File: src/rtl/alu_pkg.sv
// alu_pkg: shared types and funct decode for the HI/LO multiply/divide unit
package alu_pkg;
   typedef enum logic [2:0] {
      MDU_NOP   = 3'd0,
      MDU_MULT  = 3'd1,
      MDU_MULTU = 3'd2,
      MDU_DIV   = 3'd3,
      MDU_DIVU  = 3'd4,
      MDU_MTHI  = 3'd5,
      MDU_MTLO  = 3'd6
   } mdu_op_t;
   typedef enum logic [1:0] {S_IDLE, S_MUL, S_DIV, S_FIXUP} mdu_state_t;
   localparam logic [5:0] FUNCT_MTHI  = 6'h11;
   localparam logic [5:0] FUNCT_MTLO  = 6'h13;
   localparam logic [5:0] FUNCT_MULT  = 6'h18;
   localparam logic [5:0] FUNCT_MULTU = 6'h19;
   localparam logic [5:0] FUNCT_DIV   = 6'h1A;
   localparam logic [5:0] FUNCT_DIVU  = 6'h1B;
   function automatic mdu_op_t decode_funct(input logic [5:0] funct);
      return funct == FUNCT_MULT  ? MDU_MULT  :
             funct == FUNCT_MULTU ? MDU_MULTU :
             funct == FUNCT_DIV   ? MDU_DIV   :
             funct == FUNCT_DIVU  ? MDU_DIVU  :
             funct == FUNCT_MTHI  ? MDU_MTHI  :
             funct == FUNCT_MTLO  ? MDU_MTLO  : MDU_NOP;
   endfunction
endpackage

File: src/rtl/mdu_div_core.sv
// mdu_div_core: restoring divider, one unsigned quotient bit per step
module mdu_div_core #(
   parameter int WIDTH = 32
) (
   input  logic             clk,
   input  logic             reset,
   input  logic             load,
   input  logic             step,
   input  logic [WIDTH-1:0] dividend,
   input  logic [WIDTH-1:0] divisor,
   output logic [WIDTH-1:0] quo,
   output logic [WIDTH-1:0] rem
);
   logic [WIDTH-1:0] dsr;
   logic [WIDTH:0]   shifted;
   logic [WIDTH:0]   diff;
   // quo starts as the dividend and shifts its bits into rem as quotient bits fill in from the right
   assign shifted = {rem, quo[WIDTH-1]};
   assign diff    = shifted - {1'b0, dsr};
   // a borrow out of the trial subtraction means restore (keep the shifted remainder)
   always_ff @(posedge clk or posedge reset)
      if (reset) begin
         quo <= '0;
         rem <= '0;
         dsr <= '0;
      end else if (load) begin
         quo <= dividend;
         rem <= '0;
         dsr <= divisor;
      end else if (step) begin
         rem <= diff[WIDTH] ? shifted[WIDTH-1:0] : diff[WIDTH-1:0];
         quo <= {quo[WIDTH-2:0], ~diff[WIDTH]};
      end
endmodule

File: src/rtl/mult_div_unit.sv
// mult_div_unit: iterative HI/LO multiply/divide unit with MTHI/MTLO
module mult_div_unit
   import alu_pkg::*;
#(
   parameter int WIDTH = 32
) (
   input  logic             clk,
   input  logic             reset,
   input  logic             start,
   input  mdu_op_t          op,
   input  logic [WIDTH-1:0] a,
   input  logic [WIDTH-1:0] b,
   output logic             busy,
   output logic             done,
   output logic             div_by_zero,
   output logic [WIDTH-1:0] hi,
   output logic [WIDTH-1:0] lo
);
   localparam int CW = $clog2(WIDTH);
   mdu_state_t         state, state_n;
   logic [CW-1:0]      cnt;
   logic [2*WIDTH-1:0] prod, prod_s;
   logic [WIDTH-1:0]   mcand, abs_a, abs_b, quo, rem, quo_s, rem_s, res_hi, res_lo;
   logic [WIDTH:0]     sum;
   logic               is_mul, is_div, sgn, a_neg, b_neg, accept, neg_q, neg_r, dz, div_r;
   assign is_mul = op == MDU_MULT || op == MDU_MULTU;
   assign is_div = op == MDU_DIV || op == MDU_DIVU;
   assign sgn    = op == MDU_MULT || op == MDU_DIV;
   assign a_neg  = sgn && a[WIDTH-1];
   assign b_neg  = sgn && b[WIDTH-1];
   assign abs_a  = a_neg ? -a : a;
   assign abs_b  = b_neg ? -b : b;
   // FIXUP has busy low, so a new request can be taken on the same edge that writes HI/LO
   assign busy   = state == S_MUL || state == S_DIV;
   assign accept = start && !busy;
   // shift-add step: multiplier sits in the low half of prod and is consumed LSB first
   assign sum    = {1'b0, prod[2*WIDTH-1:WIDTH]} + {1'b0, prod[0] ? mcand : {WIDTH{1'b0}}};
   assign prod_s = neg_q ? -prod : prod;
   assign quo_s  = neg_q ? -quo : quo;
   assign rem_s  = neg_r ? -rem : rem;
   // divide by zero: the divider naturally leaves rem = |a|, and neg_r restores a's sign
   assign res_hi = div_r ? rem_s : prod_s[2*WIDTH-1:WIDTH];
   assign res_lo = div_r ? (dz ? {WIDTH{1'b1}} : quo_s) : prod_s[WIDTH-1:0];
   mdu_div_core #(.WIDTH(WIDTH)) u_div (
      .clk      (clk),
      .reset    (reset),
      .load     (accept && is_div),
      .step     (state == S_DIV),
      .dividend (abs_a),
      .divisor  (abs_b),
      .quo      (quo),
      .rem      (rem)
   );
   // state register
   always_ff @(posedge clk or posedge reset)
      if (reset) state <= S_IDLE;
      else state <= state_n;
   // next state: iterate until the counter hits zero, otherwise look for a new request
   always_comb begin
      state_n = state;
      case (state)
         S_MUL, S_DIV: state_n = cnt == '0 ? S_FIXUP : state;
         default:      state_n = (start && is_mul) ? S_MUL : (start && is_div) ? S_DIV : S_IDLE;
      endcase
   end
   // operand latching, multiply iteration, result write-back and MTHI/MTLO
   always_ff @(posedge clk or posedge reset)
      if (reset) begin
         hi          <= '0;
         lo          <= '0;
         done        <= 1'b0;
         div_by_zero <= 1'b0;
         cnt         <= '0;
         prod        <= '0;
         mcand       <= '0;
         neg_q       <= 1'b0;
         neg_r       <= 1'b0;
         dz          <= 1'b0;
         div_r       <= 1'b0;
      end else begin
         done <= state == S_FIXUP;
         if (busy && cnt != '0) cnt <= cnt - CW'(1);
         if (state == S_MUL) prod <= {sum, prod[WIDTH-1:1]};
         if (state == S_FIXUP) begin
            hi          <= res_hi;
            lo          <= res_lo;
            div_by_zero <= dz;
         end
         if (accept && (is_mul || is_div)) begin
            cnt   <= CW'(WIDTH-1);
            mcand <= abs_a;
            prod  <= {{WIDTH{1'b0}}, abs_b};
            neg_q <= a_neg ^ b_neg;
            neg_r <= a_neg && is_div;
            dz    <= is_div && b == '0;
            div_r <= is_div;
         end
         if (accept && op == MDU_MTHI) hi <= a;
         if (accept && op == MDU_MTLO) lo <= a;
      end
endmodule

File: config.mk
export PLATFORM = sky130hd
export DESIGN_NAME = mult_div_unit
export DESIGN_NICKNAME = d
export VERILOG_FILES = /design/src/rtl/alu_pkg.sv /design/src/rtl/mdu_div_core.sv /design/src/rtl/mult_div_unit.sv
export SDC_FILE = /design/constraint.sdc
export NUM_CORES = 1
export LEC_CHECK = 0
export CORE_ASPECT_RATIO = 0.75
export CORE_UTILIZATION = 23
export DETAILED_ROUTE_END_ITERATION = 8
export SLEW_MARGIN = 30
export SYNTH_ARGS = -nofsm -noshare
export SYNTH_HDL_FRONTEND = slang
export SYNTH_SLANG_ARGS = --single-unit
File: constraint.sdc
create_clock -name clk -period 17.4 [get_ports clk]
set_clock_uncertainty 0.05 [all_clocks]
set_input_delay 2.61 -clock clk [delete_from_list [all_inputs] [get_ports clk]]
set_output_delay 2.61 -clock clk [all_outputs]
set_load 0.05 [all_outputs]
# Word-level counts from Yosys, hierarchy flattened
# Cells that the tools add are included.
# W data, S select, Z words.
# totals
ff_bits	269
input_bits	70
output_inout_bits	67
wordCells	88
# op_classes
n_bitwise	2
add_sub_neg	8
n_reduce_logical	27
muxes	26
n_eq_ne	10
# ops
op	n
$mux W32	17
$mux W64	3
$neg A32 Y32	4
$neg A64 Y64	1
$add A32 B32 Y33	1
$sub A33 B32 Y33	1
$logic_not A32 Y1	1
$logic_and A1 B1 Y1	12
$mux W5	2
$reduce_bool A2 Y1	5
$eq A3 B3 Y1 const B	3
$mux W2	4
$eq A3 B2 Y1 const B	2
$logic_not A5 Y1	1
$logic_or A1 B1 Y1	5
$reduce_bool A5 Y1	1
$sub A5 B1 Y5 const B	1
$eq A2 B2 Y1 const B	2
$eq A3 B1 Y1 const B	1
$eq A2 B1 Y1 const B	1
$ne A2 B2 Y1 const B	1
$reduce_or A2 Y1	1
$logic_not A1 Y1	1
$not A1 Y1	1
$xor A1 B1 Y1	1

# Longest topological paths before layout
# Gate-level depths: netlist of the first run.
# depth
ltp_word	6
mapped_depth	14
ltp_nobuf	12

# Modules after synthesis
# A second synthesis of the first run with hierarchy kept.
# unflattened
cells_unflattened	2411
area_unflattened_um2	20001.7
# by_module_without_submodules
mod	area_per_inst_um2	seq_area_each_um2	cells_per_inst	n_inst
mult_div_unit	13746.9	4329.2	1716	1
mdu_div_core	6254.7	2402.3	695	1

# Worst setup path after synthesis of the first run
# OpenSTA, ideal clock, no wires.
# synth_timing
kind	input to register
start	input b[9]
end	register u_div.dsr[29]
setup_time_ns	0.135
arrival_ns	4.822
slack_ns	12.393
n_path_buf	0
cell_stages	7
required_time_ns	17.215
cell_sequence	or4_1 -> or3_1 -> nor4_1 -> nand3b_1 -> o41ai_1 -> xor2_1 -> o21ai_0
# synth_via
elab_chain_cells	2
# synth_rtl
element	line_no	source
from (decl)	mult_div_unit.sv:12	input logic [WIDTH-1:0] b,
$neg A32 Y32	mult_div_unit.sv:32	assign abs_b = b_neg ? -b : b;
$mux W32	mult_div_unit.sv:32	
to (signal assigned)	mdu_div_core.sv:29	dsr <= divisor;
to (decl)	mdu_div_core.sv:14	logic [WIDTH-1:0] dsr;
# No other way between the ends.
# A chain may end at the register's enable or synchronous reset.

# Final worst setup path of the first run
# layout_timing
start	input op[0]
end	register mcand[2]
# layout_via
elab_chain_cells	4
word_cells_on_any_way	11
classes_between	eq/ne: 4; mux: 1; reduce/logical: 6
# layout_rtl
element	line_no	source
from (decl)	mult_div_unit.sv:10	input mdu_op_t op,
$eq A3 B1 Y1, or another cell as far along	mult_div_unit.sv:26, mult_div_unit.sv:28	
$logic_or A1 B1 Y1 (on tied branches)	mult_div_unit.sv:28, mult_div_unit.sv:26, mult_div_unit.sv:27	
$logic_and A1 B1 Y1 or $logic_or A1 B1 Y1 (tied branches)	mult_div_unit.sv:29, mult_div_unit.sv:89	
$mux W32 or $logic_and A1 B1 Y1 (tied branches)	mult_div_unit.sv:31, mult_div_unit.sv:89	
to (signal assigned)	mult_div_unit.sv:91	mcand <= abs_a;
to (decl)	mult_div_unit.sv:23	logic [WIDTH-1:0] mcand, abs_a, abs_b, quo, rem, quo_s, rem_s, res_hi, res_lo;
# Several ways; a longest one is shown, not always the timed one.

==> flow_metrics.py, run 1 <==
metrics = {
    "finish": {
        "register_area_um2": 6730,
        "final_common_cell": "dfrtp_1",
        "area_growth_pct": 17.8,
        "drive_gt1_frac": 0.0430,
        "final_cell_mix": "dfrtp_1 (268), a21oi_1 (258), nand2_1 (206)",
        "fin_nets": 2564,
        "final_cell_area_um2": 22800,
        "fillCellCount": 8911,
        "fin_util": 0.276,
        "multi_input_comb_area_um2": 11800,
    },
    "clock_network": {
        "cts.clk_slew.worst_paths_ns": 0.06,
        "cts_resized": 0,
        "clock-sinks": 269,
        "clk_latency_ns": 0.59,
        "cts_buffer_depth": 3,
        "post_cts_buffers": 0,
        "htree_levels": 1,
        "tritoncts": "yes",
        "clock-root-buffer": "clkbuf_16",
        "numCtsBuffers": 30,
        "hold_buffers": 0,
    },
    "route": {
        "totalWireLength_um": 74800,
        "first_pass_iters": 5,
        "post-route-drc-count": 0,
        "highest_layer": "met5",
        "wl_met2_um": 28700,
        "route.antenna.remaining_nets": 0,
        "drt_iter0_markers": 2447,
        "routedWlPerCell_um": 21.0,
        "met1_length_um": 37200,
        "dr_total_vias": 18600,
        "wl_met3_um": 7620,
        "routed_via_density": 5.23,
    },
    "synth": {
        "syn_nets": 2516,
        "synth_seq_area_share": 0.348,
        "synthFlopType": "dfrtp_1",
        "synthCells": 2370,
        "netlist_area_um2": 19400,
        "avgSynthCellArea_um2": 8.17,
        "synth_seq_cells": 269,
        "yosys_warnings": 0,
        "ys_types": 76,
        "synth_edf_count": 0,
        "synthArstFlopShare": 1.00,
    },
    "critical_path": {
        "crit_slowest_cell": "buf_4",
        "crit_path_cell_trace": "clkdlybuf4s50_1, nor2b_1, nand2_1, o21ai_0, nand3_2, nand2_4, buf_4, mux2_2",
        "reg2reg_depth": 10,
        "crit_path_start_kind": "primary input",
        "cp_max_fo": 80,
        "required_ns": 17.83,
        "max_stage_delay_ns": 0.75,
        "cp-end-kind": "flop",
        "worst-setup-path-type": "primary input to flop",
        "cp.arrival_ns": 5.75,
    },
    "timing": {
        "grt_setup_unrepaired": "false",
        "tns_ns": 0,
        "setup_viol": 0,
        "min_period_ns": 5.32,
        "tightest_slew_ns": 1.01,
        "max_freq_mhz": 188,
        "hold_viol": 0,
        "slew_violations": 0,
        "relSlewSlack": 0.323,
        "post-route-period-util": 0.305,
    },
    "global_routing": {
        "grt_antenna_before_repair": 8,
        "grt_usage": 0.172,
        "grt_pass1_wl_um": 111000,
        "grt_max_degree": 114,
        "grt_pass1_vias": 16500,
        "grt_overflow_total": 0,
    },
    "floorplan": {
        "fp.dieW_um": 337,
        "initial_core_util": 0.234,
        "rows": 91,
        "die-area_um2": 85400,
        "die_h_um": 253,
        "core_um2": 82800,
        "ios": 137,
    },
    "min_path": {
        "hold_class": "flop to flop",
        "worst_hold_path.num_cells": 2,
    },
    "flow_run": {
        "drv_cap": 0,
    },
    "place": {
        "gp_congestion": 0.919,
        "io_buffers": 136,
        "place_area_um2": 21800,
        "dp_hpwl_um": 56600,
    },
    "power_and_ir_drop": {
        "p_per_area_nw_per_um2": 183,
        "irDropWorstVdd_mv": 0.150,
        "power_leakage_nw": 8.92,
    },
    "status": {
        "outcome": "complete, no violations",
    },
}
-- state kept, by name, indices dropped and copies added, names as in the netlist --
name	cells
cnt	5
div_by_zero	1
div_r	1
done	1
dz	1
hi	32
lo	32
mcand	32
neg_q	1
neg_r	1
prod	64
state	2
u_div.dsr	32
u_div.quo	32
u_div.rem	32
-- area by class of cell --
class	instances	area share
diodes	3	0.000329
multi-input cells	1878	0.519
repair buffers	158	0.0671
inverters	81	0.0137
clock buffers	39	0.0370
flip-flops and latches	269	0.295
clock inverters	15	0.00647
well taps	1116	0.0612
-- stage by stage --
stage / setup WS (ns) / hold WS [ns] / cells / total power [mW]
floorplan: 7.33 / 0.392 / 2370 / 2.75
global placement: 11.59 / 0.404 / 3502 / 3.46
detailed placement: 11.53 / 0.414 / 3502 / 3.48
CTS: 12.16 / 0.427 / 3556 / 4.15
global route: 11.81 / 0.449 / 3558 / 4.46
finish: 12.08 / 0.428 / 3559 / 4.18
-- cells by family (layout without fill, tap and decap cells) --
group | count (synthesis) | in the layout | synth area share
AOI/OAI and AO/OA | 779 | 779 | 0.247
xor gates and xnor gates | 212 | 212 | 0.0959
adders and majority gates | 76 | 76 | 0.0499
buffers and inverters | 223 | 293 | 0.0438
DFF | 269 | 269 | 0.348
muxes | 36 | 36 | 0.0189
other | 0 | 3 | 0
and+or+nand+nor | 775 | 775 | 0.197
-- routing by layer --
| layer | vias up | GRT usage |
|---|---|---|
| li1 | 8640 | - |
| met1 | 9053 | 0.280 |
| met2 | 827 | 0.225 |
| met3 | 84 | 0.0316 |
| met4 | 6 | 0.0349 |
| met5 | - | 0 |
-- report_power, final --
part,internal [mW],switching (mW),leakage (nW)
combinational,0.872,1.38,5.19
sequential,0.882,0.387,3.23
clock,0.372,0.292,0.493
total,2.13,2.06,8.92
-- path summary, 6_finish.rpt --
kind	startpoint	to	slack [ns]
worst max-delay path	op[0]	mcand[2]$_DFFE_PP0P_	12.08
worst max register to register	prod[0]$_DFFE_PP0P_	hi[29]$_DFFE_PP0P_	12.92
max in group asynchronous	reset	u_div.dsr[12]$_DFFE_PP0P_	12.94
worst min-delay path	mcand[0]$_DFFE_PP0P_	mcand[0]$_DFFE_PP0P_	0.43
min in group asynchronous	reset	hi[18]$_DFFE_PP0P_	2.52
worst min register to register	mcand[0]$_DFFE_PP0P_	mcand[0]$_DFFE_PP0P_	0.43
-- critical path, delay by kind of cell --
| family | cells | cell delay (ns) |
|---|---|---|
| buffers and inverters | 2 | 1.36 |
| and+or+nand+nor | 4 | 1.17 |
| muxes | 1 | 0.41 |
| AOI/OAI and AO/OA | 1 | 0.14 |
-- Yosys cell counts (all sizes together), types with 11 or more instances --
cell type	number	area, um2
a31oi	34	213
a21o	26	195
nand4	12	75.1
ha	74	926
nor4	16	100
and3	21	131
clkbuf	128	480
a21oi	258	1290
nor2b	71	444
dfrtp	269	6730
a211oi	72	541
or3	37	231
o41ai	17	149
o31ai	50	380
inv	79	297
a221oi	13	114
o211ai	11	82.6
or2	13	81.3
or4	24	180
and2	41	257
nor2	205	772
o21ai	198	991
nand2b	25	156
a311oi	13	114
xnor2	133	1160
o22ai	14	87.6
nor3	35	186
xor2	79	692
buf	14	63.8
nand2	208	781
nand3	45	225
mux2i	32	320
Power figures use the tool's default switching activity.
==> inputs of run 2 (changes only) <==
==> constraint.sdc (replaced) <==
create_clock -name clk -period 5 [get_ports clk]
set_clock_uncertainty 0.05 [all_clocks]
set_input_delay 0.75 -clock clk [delete_from_list [all_inputs] [get_ports clk]]
set_output_delay 0.75 -clock clk [all_outputs]
set_load 0.05 [all_outputs]
==> run 2 against run 1 <==
Effect of this change: routed wire length grew 1.3%; sequential power increased to 3.4 times the previous value; die area did not move; combinational power rose to 3.5 times the previous value; largest cell class unchanged; highest routed layer is now met4.
==> flow_metrics.py, run 2 (synthesized netlist as in run 1, its figures left out) <==
metrics = {
    "status": {
        "outcome": "complete, no violations",
    },
    "timing": {
        "relSlewSlack": 0.384,
        "min_period_ns": 4.02,
        "tns_ns": 0,
        "tightest_slew_ns": 0.924,
        "post-route-period-util": 0.803,
        "slew_violations": 0,
        "max_freq_mhz": 249,
        "hold_viol": 0,
        "grt_setup_unrepaired": "false",
        "setup_viol": 0,
    },
    "power_and_ir_drop": {
        "power_frac_comb": 0.543,
        "p_sw_frac": 0.492,
        "power_leakage_nw": 9.01,
        "internal-power_mw": 7.44,
        "clockPowerShare": 0.158,
        "p_per_area_nw_per_um2": 636,
        "p_sw_mw": 7.20,
        "power_frac_seq": 0.299,
        "irDropWorstVdd_mv": 0.588,
    },
    "clock_network": {
        "clock-root-buffer": "clkbuf_16",
        "clock-sinks": 269,
        "tritoncts": "yes",
        "hold_buffers": 0,
        "post_cts_buffers": 0,
        "clk_latency_ns": 0.60,
        "htree_levels": 1,
        "numCtsBuffers": 30,
        "cts_buffer_depth": 3,
        "cts.clk_slew.worst_paths_ns": 0.07,
        "cts_resized": 0,
    },
    "route": {
        "route.antenna.remaining_nets": 0,
        "drt_iter0_markers": 2080,
        "post-route-drc-count": 0,
        "routedWlPerCell_um": 21.2,
        "routed_via_density": 5.21,
        "first_pass_iters": 7,
        "dr_total_vias": 18600,
        "totalWireLength_um": 75800,
    },
    "finish": {
        "drive_gt1_frac": 0.0485,
        "final_cell_mix": "dfrtp_1 (268), a21oi_1 (258), nand2_1 (207)",
        "largest_register_ffs": 64,
        "finalNonFillerCells": 3573,
        "area_growth_pct": 18.8,
        "fin_nets": 2580,
        "final_common_cell": "dfrtp_1",
        "regMostFlops": "prod",
    },
    "min_path": {
        "hold_class": "primary input to asynchronous set/reset pin",
    },
    "floorplan": {
        "die-area_um2": 85400,
        "initial_core_util": 0.234,
        "core_um2": 82800,
        "fp.dieW_um": 337,
        "ios": 137,
        "die_h_um": 253,
        "rows": 91,
    },
    "critical_path": {
        "path_common_cell": "or4_1",
        "crit_slowest_cell": "or4_1",
        "worst-setup-path-type": "flop to flop",
        "crit_path_start_kind": "flop",
        "cp.arrival_ns": 4.47,
        "reg2reg_depth": 9,
        "max_stage_delay_ns": 0.60,
        "cp-end-kind": "flop",
        "crit_path_cell_trace": "or4_1, or4_1, or4_1, or2_1, nor3_4, mux2_2, a2111oi_0, a21oi_1, o22ai_1",
        "cp_max_fo": 10,
        "required_ns": 5.45,
    },
    "place": {
        "dp_hpwl_um": 57500,
        "gp_congestion": 0.919,
        "dpl.cell_count": 3516,
        "io_buffers": 136,
    },
    "global_routing": {
        "grt_pass1_vias": 16800,
        "grt_pass1_wl_um": 113000,
        "grt_usage": 0.174,
        "grt_antenna_before_repair": 1,
        "grt_overflow_total": 0,
        "grt_max_degree": 174,
    },
    "flow_run": {
        "drv_cap": 0,
    },
}
-- run 2: cell types whose count changed in the layout (fill, tap and decap cells not counted), moves of 2 or more --
cell      delta
clkbuf_1     +2
diode_2      -2
clkbuf_8     -3
buf_12       +4
buf_16       +2
buf_4       +11
-- run 2: routing by layer --
layer  up-vias  routed length (um)  track usage
li1       8677                   -            -
met1      8982               37200        0.271
met2       896               29500        0.235
met3        70                8000       0.0473
met4         0                1130       0.0287
met5         -                   0            0
-- run 2: power groups by stage --
stage	Combinational (mW)	Sequential (mW)	Clock, mW
CTS	7.84	4.34	2.34
floorplan	4.93	4.65	0
global route	8.72	4.49	2.42
finish	7.95	4.38	2.31
detailed placement	7.78	4.37	0
global placement	7.76	4.37	0
-- run 2: worst paths after layout --
| check | startpoint | to | slack, ns |
|---|---|---|---|
| max | prod[23]$_DFFE_PP0P_ | hi[29]$_DFFE_PP0P_ | 0.98 |
| min | reset | prod[10]$_DFFE_PP0P_ | 0.35 |
| max reg2reg | prod[23]$_DFFE_PP0P_ | hi[29]$_DFFE_PP0P_ | 0.98 |
| min reg2reg | u_div.dsr[10]$_DFFE_PP0P_ | u_div.dsr[10]$_DFFE_PP0P_ | 0.43 |
| max in group asynchronous | reset | hi[13]$_DFFE_PP0P_ | 3.36 |
| min in group clk | u_div.dsr[10]$_DFFE_PP0P_ | u_div.dsr[10]$_DFFE_PP0P_ | 0.43 |
-- run 2: final cells by class --
cell class / count / area, um2
multi-input cells: 1878 / 11800
flip-flops and latches: 269 / 6730
clock inverters: 16 / 178
clock buffers: 38 / 811
diodes: 1 / 2.50
fillers: 8852 / 59800
well taps: 1116 / 1400
repair buffers: 174 / 1740
inverters: 81 / 308
-- run 2: worst max-delay path: cells and delay by family, from the launching register on --
kind / cells / cell delay (ns)
DFF: 1 / 0.44
and+or+nand+nor: 5 / 2.46
AOI/OAI and AO/OA: 3 / 0.60
muxes: 1 / 0.36
-- run 2: metrics by stage --
stage	cell area (um2)	hold WS, ns	util	total power, mW	worst slack [ns]
CTS	22900	0.331	0.277	14.5	1.02
detailed placement	22000	0.419	0.265	12.2	1.07
global route	23000	0.359	0.278	15.6	0.835
finish	23000	0.348	0.278	14.6	0.984
global placement	22000	0.407	0.265	12.1	1.01
floorplan	19400	0.392	-	9.58	0.647
==> variant: new RTL, settings of run 2 <==
`WIDTH` is set to 32 in 2 places; all go to 16.
--- a/src/rtl/mdu_div_core.sv
+++ b/src/rtl/mdu_div_core.sv
@@ -1,6 +1,6 @@
 // mdu_div_core: restoring divider, one unsigned quotient bit per step
 module mdu_div_core #(
-   parameter int WIDTH = 32
+   parameter int WIDTH = 16
 ) (
    input  logic             clk,
    input  logic             reset,
--- a/src/rtl/mult_div_unit.sv
+++ b/src/rtl/mult_div_unit.sv
@@ -2,7 +2,7 @@
 module mult_div_unit
    import alu_pkg::*;
 #(
-   parameter int WIDTH = 32
+   parameter int WIDTH = 16
 ) (
    input  logic             clk,
    input  logic             reset,
Ports: changed (resized a, b, hi and lo); port bits go from 137 to 73. The function was not compared with the original's and may differ.
==> variant against run 2 <==
Global-route usage down 2.6 points; routed wire length down 57%; critical path depth up 2; sequential power down 49%; worst setup slack better by 0.78 ns; synthesized cell count down 51%; synthesized area down 49%; power down 48%; sequential cell count down 129; clock power down 39%; largest power group unchanged; cell area down 48%; largest cell class unchanged; count of clock-buffer cells in the layout down 16.
==> variant: results (changes against run 2) <==
| Metric | Value |
|---|---|
| LEAKAGE | `4.67 nW (-48%)` |
| CP Max Fanout | `19 (+9)` |
| Max clock buf depth | `2 (-1)` |
| Synth top area cells | `dfrtp_1, xnor2_1, a21oi_1` |
| Total track usage | `0.148 (-0.0259)` |
| Hold WC Path Type | `flop to flop` |
| N_diodes | `0 (-1)` |
| Post-synthesis compound-gate area fraction | `0.215 (-0.0325)` |
| VDD IR max | `0.342 mV (-42%)` |
| Multi-input gates | `911 (-51%)` |
| Synth cell types | `61 (-20%)` |
| Largest delay share family, worst path | `compound AO/OA/AOI/OAI gates` |
| Synth Cell Area | `9890 sq um (-49%)` |
| Syn_nets | `1251 (-50%)` |
| Multi-input gate area | `5980 sq um (-50%)` |
| Gpl congestion | `0.892 (-3.0%)` |
| CLK BUF | `22 (-42%)` |
| Non-clk invs | `52 (-36%)` |
| CP max stage delay | `0.54 ns (-0.06 ns)` |
| Synth top cells by count | `dfrtp_1, a21oi_1, nand2_1` |
| Non-Clock Buffer Count | `85 (-51%)` |
| Buffers on Ports | `72 (-47%)` |
| Slowest cell on crit path | `o311a_2` |
| Fraction of layout cells with a size suffix above 1 | `0.0615 (+0.0131)` |
| Run status | `finished clean` |
| Worst endpoint data arrival time | `3.46 ns (-1.01 ns)` |
| Post-Syn Instances | `1170 (-51%)` |
| Adder-Cell Fraction of Synth Area | `0.0559 (+0.00603)` |
| # fillers | `4416 (-50%)` |
| DR iter-0 viols | `912 (-56%)` |
| Signal buffers share of area | `0.0690 (-0.00650)` |
| Rel. slew slack | `0.478 (+0.0944)` |
| Post-DR vias/cell | `4.99 (-4.3%)` |
| DRT Pass-1 Iters | `5 (-2)` |
## variant: changes by cell type in the layout (fill, tap and decap cells not counted), sizes merged, moves of 37 or more
cell | run 2 | this run
o21ai | 198 | 109
clkdlybuf4s50 | 136 | 72
nand2 | 208 | 110
xor2 | 79 | 38
dfrtp | 269 | 140
nor2b | 71 | 34
xnor2 | 133 | 68
a21oi | 258 | 117
nor2 | 205 | 85
## variant: worst paths after layout
path | to | slack [ns]
worst min register to register | u_div.dsr[2]$_DFFE_PP0P_ | 0.44
worst min-delay path | u_div.dsr[2]$_DFFE_PP0P_ | 0.44
min in group asynchronous | u_div.rem[11]$_DFFE_PP0P_ | 0.82
worst max-delay path | u_div.rem[4]$_DFFE_PP0P_ | 1.77
max in group asynchronous | mcand[14]$_DFFE_PP0P_ | 3.22
worst max register to register | u_div.rem[4]$_DFFE_PP0P_ | 1.77
## variant: worst reg2reg max path, stage by stage, from the launching register on
cell	delay, ns
dfrtp_1	0.38
inv_1	0.07
ha_1	0.22
fa_1	0.40
nand2b_1	0.18
a21oi_1	0.19
o21ai_1	0.13
a31oi_1	0.31
o21a_1	0.24
o311a_2	0.54
mux2i_1	0.29
a21oi_1	0.09
## variant: routing by layer
metal / up-vias / wire, microns / global-route usage / share of wire
met1: 4259 / 16100 / 0.227 / 0.50
li1: 4235 / - / - / -
met5: - / 0 / 0 / 0
met3: 37 / 3010 / 0.0445 / 0.093
met4: 0 / 456 / 0.0299 / 0.014
met2: 384 / 12900 / 0.200 / 0.40
## variant: where the power goes
part	switching, mW	internal (mW)	total [mW]
Clock	0.518	0.901	1.42
Sequential	0.635	1.59	2.23
Combinational	2.35	1.59	3.94
